==> src/rtl/second_tick_timer.sv <==
`default_nettype none
// ============================================================================
// Module      : second_tick_timer
// Description : Turns the toggling one-second clock level into single-cycle
//               ticks in the clk domain and runs a loadable seconds countdown
//               on them, pulsing timeout once when the count expires.
//
// Ports       : clk           system clock
//               reset         synchronous, active-high reset
//               clk_1_second  divided clock level, one rising edge per second
//               start         one-cycle request to load load_value and count
//               cancel        one-cycle request to abort the countdown
//               load_value    timeout in seconds (sampled with start)
//               pause         hold the countdown while high (optional)
//               tick          one-cycle pulse per clk_1_second rising edge
//               busy          high while counting
//               remaining     seconds left
//               timeout       one-cycle pulse on expiry
//
// Options     : define SECOND_TICK_TIMER_PAUSE_EN to add the pause input.
//
// Revision    : 1.0 - initial release
// ============================================================================
module second_tick_timer #(
    parameter int WIDTH       = 8,
    parameter int SYNC_STAGES = 2
) (
    input  logic             clk,
    input  logic             reset,
    input  logic             clk_1_second,
    input  logic             start,
    input  logic             cancel,
    input  logic [WIDTH-1:0] load_value,
`ifdef SECOND_TICK_TIMER_PAUSE_EN
    input  logic             pause,
`endif
    output logic             tick,
    output logic             busy,
    output logic [WIDTH-1:0] remaining,
    output logic             timeout
);

    localparam logic [0:0] c_ST_IDLE = 1'b0;
    localparam logic [0:0] c_ST_RUN  = 1'b1;

    // ------------------------------------------------------------------
    // Edge detection
    // ------------------------------------------------------------------
    logic [SYNC_STAGES-1:0] r_sync;
    logic [SYNC_STAGES-1:0] r_valid;
    logic                   r_prev;
    logic                   r_armed;
    logic                   r_tick;
    logic                   w_s_last;
    logic                   w_s_last_valid;

    assign w_s_last       = r_sync[SYNC_STAGES-1];
    // r_valid tracks which sync stages hold a real post-reset sample, so the
    // cleared chain contents are never mistaken for an observed low level.
    // Without this, a line already high at reset release would tick.
    assign w_s_last_valid = r_valid[SYNC_STAGES-1];

    always_ff @(posedge clk) begin
        if (reset) begin
            r_sync  <= '0;
            r_valid <= '0;
            r_prev  <= 1'b0;
            r_armed <= 1'b0;
            r_tick  <= 1'b0;
        end else begin
            r_sync  <= {r_sync[SYNC_STAGES-2:0], clk_1_second};
            r_valid <= {r_valid[SYNC_STAGES-2:0], 1'b1};
            r_prev  <= w_s_last;
            if (w_s_last_valid && !w_s_last) begin
                r_armed <= 1'b1;
            end
            r_tick  <= r_armed & w_s_last & ~r_prev;
        end
    end

    assign tick = r_tick;

    // ------------------------------------------------------------------
    // Countdown FSM
    // ------------------------------------------------------------------
    logic [0:0]       r_state;
    logic [0:0]       w_state_next;
    logic [WIDTH-1:0] r_remaining;
    logic [WIDTH-1:0] w_remaining_next;
    logic             r_timeout;
    logic             w_timeout_next;
    logic             w_tick_en;

`ifdef SECOND_TICK_TIMER_PAUSE_EN
    assign w_tick_en = r_tick & ~pause;
`else
    assign w_tick_en = r_tick;
`endif

    // State register (remaining and timeout are registered alongside it)
    always_ff @(posedge clk) begin
        if (reset) begin
            r_state     <= c_ST_IDLE;
            r_remaining <= '0;
            r_timeout   <= 1'b0;
        end else begin
            r_state     <= w_state_next;
            r_remaining <= w_remaining_next;
            r_timeout   <= w_timeout_next;
        end
    end

    // Next-state logic; priority cancel > start > tick
    always_comb begin
        w_state_next     = r_state;
        w_remaining_next = r_remaining;
        w_timeout_next   = 1'b0;
        case (r_state)
            c_ST_IDLE: begin
                if (!cancel && start) begin
                    if (load_value == '0) begin
                        w_timeout_next = 1'b1;
                    end else begin
                        w_state_next     = c_ST_RUN;
                        w_remaining_next = load_value;
                    end
                end
            end
            c_ST_RUN: begin
                if (cancel) begin
                    w_state_next     = c_ST_IDLE;
                    w_remaining_next = '0;
                end else if (start) begin
                    // Reload wins over a coincident tick; a zero load expires.
                    if (load_value == '0) begin
                        w_state_next     = c_ST_IDLE;
                        w_remaining_next = '0;
                        w_timeout_next   = 1'b1;
                    end else begin
                        w_remaining_next = load_value;
                    end
                end else if (w_tick_en) begin
                    if (r_remaining > WIDTH'(1)) begin
                        w_remaining_next = r_remaining - WIDTH'(1);
                    end else begin
                        w_state_next     = c_ST_IDLE;
                        w_remaining_next = '0;
                        w_timeout_next   = 1'b1;
                    end
                end
            end
            default: begin
                w_state_next     = c_ST_IDLE;
                w_remaining_next = '0;
            end
        endcase
    end

    // Output logic
    always_comb begin
        busy      = (r_state == c_ST_RUN);
        remaining = r_remaining;
        timeout   = r_timeout;
    end

endmodule
`default_nettype wire

==> config.mk <==
export PLATFORM = sky130hd
export DESIGN_NAME = second_tick_timer
export DESIGN_NICKNAME = d
export VERILOG_FILES = /design/src/rtl/second_tick_timer.sv
export SDC_FILE = /design/constraint.sdc
export NUM_CORES = 1
export LEC_CHECK = 0
export CAP_MARGIN = 30
export CORE_MARGIN = 2
export CORE_UTILIZATION = 50
export CTS_CLUSTER_SIZE = 10
export DETAILED_ROUTE_END_ITERATION = 10
export PLACE_DENSITY = 0.79
export SETUP_SLACK_MARGIN = 0.4
export SLEW_MARGIN = 0
export SYNTH_ARGS = -nofsm -noshare
export SYNTH_HDL_FRONTEND = slang
export SYNTH_SLANG_ARGS = --single-unit
export TNS_END_PERCENT = 100
==> constraint.sdc <==
create_clock -name clk -period 3.8 [get_ports clk]
set_clock_uncertainty 0.05 [all_clocks]
set_input_delay 0.38 -clock clk [delete_from_list [all_inputs] [get_ports clk]]
set_output_delay 0.38 -clock clk [all_outputs]
set_load 0.01 [all_outputs]
-- After elaboration in Yosys (flattened, before gate mapping)
Cells that the tools add are included.
- add/sub/neg operators: 1
- order comparisons: 1
- equality and inequality tests: 3
- multiplexer cells: 23
- bitwise operators: 4
- reductions and logical operators: 6
- operators with widths (kind ; count):
    two-way mux 8 bit ; 7
    one-hot mux 8 bit (2 select lines) ; 1
    two-way mux 1 bit ; 13
    greater-than comparator 8 x 1 -> 1 bit, second input constant ; 1
    zero test 8 bit ; 1
    subtractor 8 x 1 -> 8 bit, second input constant ; 1
    inequality test 2 bit, second input constant ; 2
    inequality test 4 bit, second input constant ; 1
    one-hot mux 1 bit (2 select lines) ; 2
    AND reduction 3 bit ; 1
    AND 1 bit ; 2
    logical AND 1 bit ; 2
    zero test 1 bit ; 2
    NOT 1 bit ; 2
- flip-flop bits (word level): 17
- bits of input ports: 13
- output and inout port bits: 11
- word-level logic and storage cells: 47

-- Logic depth before layout (Yosys ltp)
- word-level depth: 6
- depth in mapped cells: 6
- gate-level depth less buffers: 6

-- Worst setup path after synthesis
OpenSTA, ideal clock, no wires.
- path type: flip-flop to flip-flop
- start point: register r_remaining[0] (netlist: remaining[0])
- end point: register r_remaining[7] (netlist: remaining[7])
- library setup time: 0.088 ns
- arrival time: 1.774 ns
- required time: 3.662 ns
- path slack: 1.887 ns
- stages on the path, launching flop included: 7
- path buffers: 0
- clock period less this slack: 1.913 ns
- cells stage by stage: dfxtp_1 -> inv_1 -> ha_1 -> or2_2 -> a2111oi_0 -> o21ai_0 -> a311oi_2
- cells in the longest elaborated chain, start to end: 6
- elaborated cells between the ends (all ways): 7
- classes of those cells: add/sub: 1; order compare: 1; mux: 5
- ends and longest elaborated chain (what ; RTL line ; RTL):
    start, declared ; 88 ; logic [WIDTH-1:0] r_remaining;
    start signal, assigned ; 108 ; r_remaining <= w_remaining_next;
    subtractor 8 x 1 -> 8 bit / greater-than comparator 8 x 1 -> 1 bit (equally long branches) ; 144, 143 ;
    two-way mux 8 bit * ; 143 ; if (r_remaining > WIDTH'(1)) begin
    two-way mux 8 bit * ; 142 ; end else if (w_tick_en) begin
    two-way mux 8 bit * ; 133 ; end else if (start) begin
    two-way mux 8 bit * ; 130 ; if (cancel) begin
    one-hot mux 8 bit (2 select lines) * ; 118 ; case (r_state)
Every way passes the cells marked *; elsewhere a longest branch is shown, timed or not. The select of a mux whose other input is x is not followed.
A chain may end at the register's enable or synchronous reset.

-- Final worst setup path
Ends and elaborated chain as after synthesis.

==> qor.yml <==
crit_arrival_ns: 2.28
hold_path.class: "reg2reg"
drive_gt1_share_pct: 10.4
start_kind: "flop"
clkTransAtPathRegs_ns: 0.11
relSlewSlack_pct: 62.8
drtIter0Drc: 69
routedWlPerCell_um: 15.1
ir_drop_mv: 0.236
p_switching_mw: 0.121
whs_path_depth: 1
ctsResizeCount: 0
min_from: "r_sync[0]"
ant_nets: 0
layout_common_cells: "clkdlybuf4s50_1, dfxtp_1, nor2_1, nor3_1, nand2_1"
met2_usage_pct: 34.2
synthArstFlopShare_pct: 0
via_per_inst: 6.25
crit_required_ns: 3.95
cap_viol_max_count: 0
antenna_found_initial: 0
met1_usage_pct: 31.8
fmax_mhz: 470
path_max_fanout: 7
fp-row-count: 15
rrSetupSlack_ns: 1.67
seqPwrFrac_pct: 50.5
layout_commonest_cell: "clkdlybuf4s50_1"
met3_usage_pct: 5.88
gp_congestion: 0.874
fin_cells: 150
crit_type: "reg2reg"
synth_edf_count: 0
reg2reg_to: "remaining[7]"
drv_slew: 0
io_pins: 24
status: "finished clean"
clk_latency_ns: 0.29
holdPathEnd: "r_sync[1]"
cts_made_buffers: 3
syn_to_final_growth_pct: 29.3
place_hpwl_um: 1670
clkPwrFrac_pct: 23.9
period_minus_slack_ns: 2.13
tns_ns: 0
die_w_um: 46.7
ys_warn_count: 0
cts_sinks: 17
grt_pass1_vias: 773
vias: 938
fin_crit_sh_pct: 55.9
core_um2: 1730
post_cts_buffers: 0
ff2ff_path_depth: 6
drt_wl_total_um: 2260
worstReg2RegStart: "remaining[0]"
grt.total_usage_pct: 22.9
end_kind: "flop"
initial_utilization_pct: 52.7
num_antenna_cells: 0
syn_inst: 102
ys_seq_area_share_pct: 37.4
dp.cells: 146
synth.avg_cell_area_um2: 8.92
grt_overflow: 0
power_density_nw_per_um2: 342
cts.htree.levels: 1
die_h_um: 46.7
clockBufferDepth: 2
final_core_util_pct: 68.1
ys_types: 40
syn_area_um2: 910
grt_start_max_net_pins: 15
port_buffers: 23
fin_nets: 141
firstDrtPassIters: 7
die_area_um2: 2180
p_sw_share_pct: 30.1
combPwrFrac_pct: 25.6
finalSetupViolations: 0
cts-hold-fix-buffers: 0
leakage_nw: 0.439
synth_ff_type: "dfxtp_1"
hold_viol_final: 0
tritoncts: "yes"
p_int_mw: 0.281
worst_pin_slew_ns: 0.556
cts-root-buf: "clkbuf_4"
grt_pass1_wl_um: 3550
synth_nets: 117
ys_ff_latch: 17
busiest_layer: "met2"
drc: 0
rsz0062_at_grt: "no"
through the flow:
stage               hold slack, ns  cell area, um2  setup WS (ns)  power (mW)
detailed placement           0.375            1150           1.40       0.307
floorplan                    0.364             910           1.89       0.265
global route                 0.420            1180           1.46       0.422
CTS                          0.398            1180           1.69       0.401
global placement             0.366            1150           1.49       0.305
finish                       0.395            1180           1.67       0.402
routing by layer:
layer  part of all wire, %  wire [um]
met5                     0          0
met4                   3.1         70
met3                   9.2        208
met2                    43        979
met1                    44       1000
critical path, cell delays in order, from the launching register on:
cell       delay, ns
dfxtp_1         0.49
inv_1           0.11
ha_1            0.25
or2_2           0.36
a2111oi_0       0.38
o21ai_0         0.18
a311oi_2        0.23
cell families after synthesis:
family,after synthesis,synth area share (%)
compound gates,30,27.2
simple gates,43,27.7
buf+inv,10,4.95
flops,17,37.4
fa+ha+maj,2,2.75
cells in the mapped netlist (all sizes together) (3+ instances only):
| master | number | area [um2] |
|---|---|---|
| nor3 | 7 | 35.0 |
| nor4 | 3 | 18.8 |
| o32ai | 3 | 26.3 |
| or4 | 3 | 30.0 |
| a21oi | 3 | 15.0 |
| nand2 | 7 | 26.3 |
| a311oi | 3 | 32.5 |
| inv | 6 | 22.5 |
| nor2 | 7 | 26.3 |
| nand2b | 3 | 18.8 |
| nor2b | 3 | 18.8 |
| dfxtp | 17 | 340 |
power by group through the flow:
stage / registers (mW) / logic (mW) / clock network, mW
2_1_floorplan: 0.206 / 0.0588 / 0
3_3_place_gp: 0.206 / 0.0991 / 0
3_5_place_dp: 0.206 / 0.101 / 0
4_1_cts: 0.202 / 0.101 / 0.0971
5_1_grt: 0.205 / 0.111 / 0.106
6_report: 0.203 / 0.103 / 0.0961
flip-flops by register name, indices dropped and copies added, names as in the netlist:
name,count
r_sync,2
busy,1
r_armed,1
timeout,1
r_valid,2
r_prev,1
remaining,8
tick,1
worst max-delay path by stage:
stage | from | end | slack [ns] | cells past startpoint
floorplan | remaining[0] | remaining[7] | 1.89 | 6
global placement | load_value[4] | remaining[7] | 1.49 | 5
detailed placement | load_value[4] | remaining[6] | 1.40 | 5
CTS | remaining[0] | remaining[7] | 1.69 | 6
global route | remaining[0] | remaining[7] | 1.46 | 6
finish | remaining[0] | remaining[7] | 1.67 | 6
final cells by class:
| cell class | instances | area [um2] |
|---|---|---|
| Inverter | 6 | 22.5 |
| Timing Repair Buffer | 23 | 230 |
| Sequential cell | 17 | 340 |
| Fill cell | 138 | 551 |
| Multi-Input combinational cell | 75 | 524 |
| Tap cell | 25 | 31.3 |
| Clock buffer | 3 | 22.5 |
| Clock inverter | 1 | 5.00 |
Power figures use the tool's default switching activity.
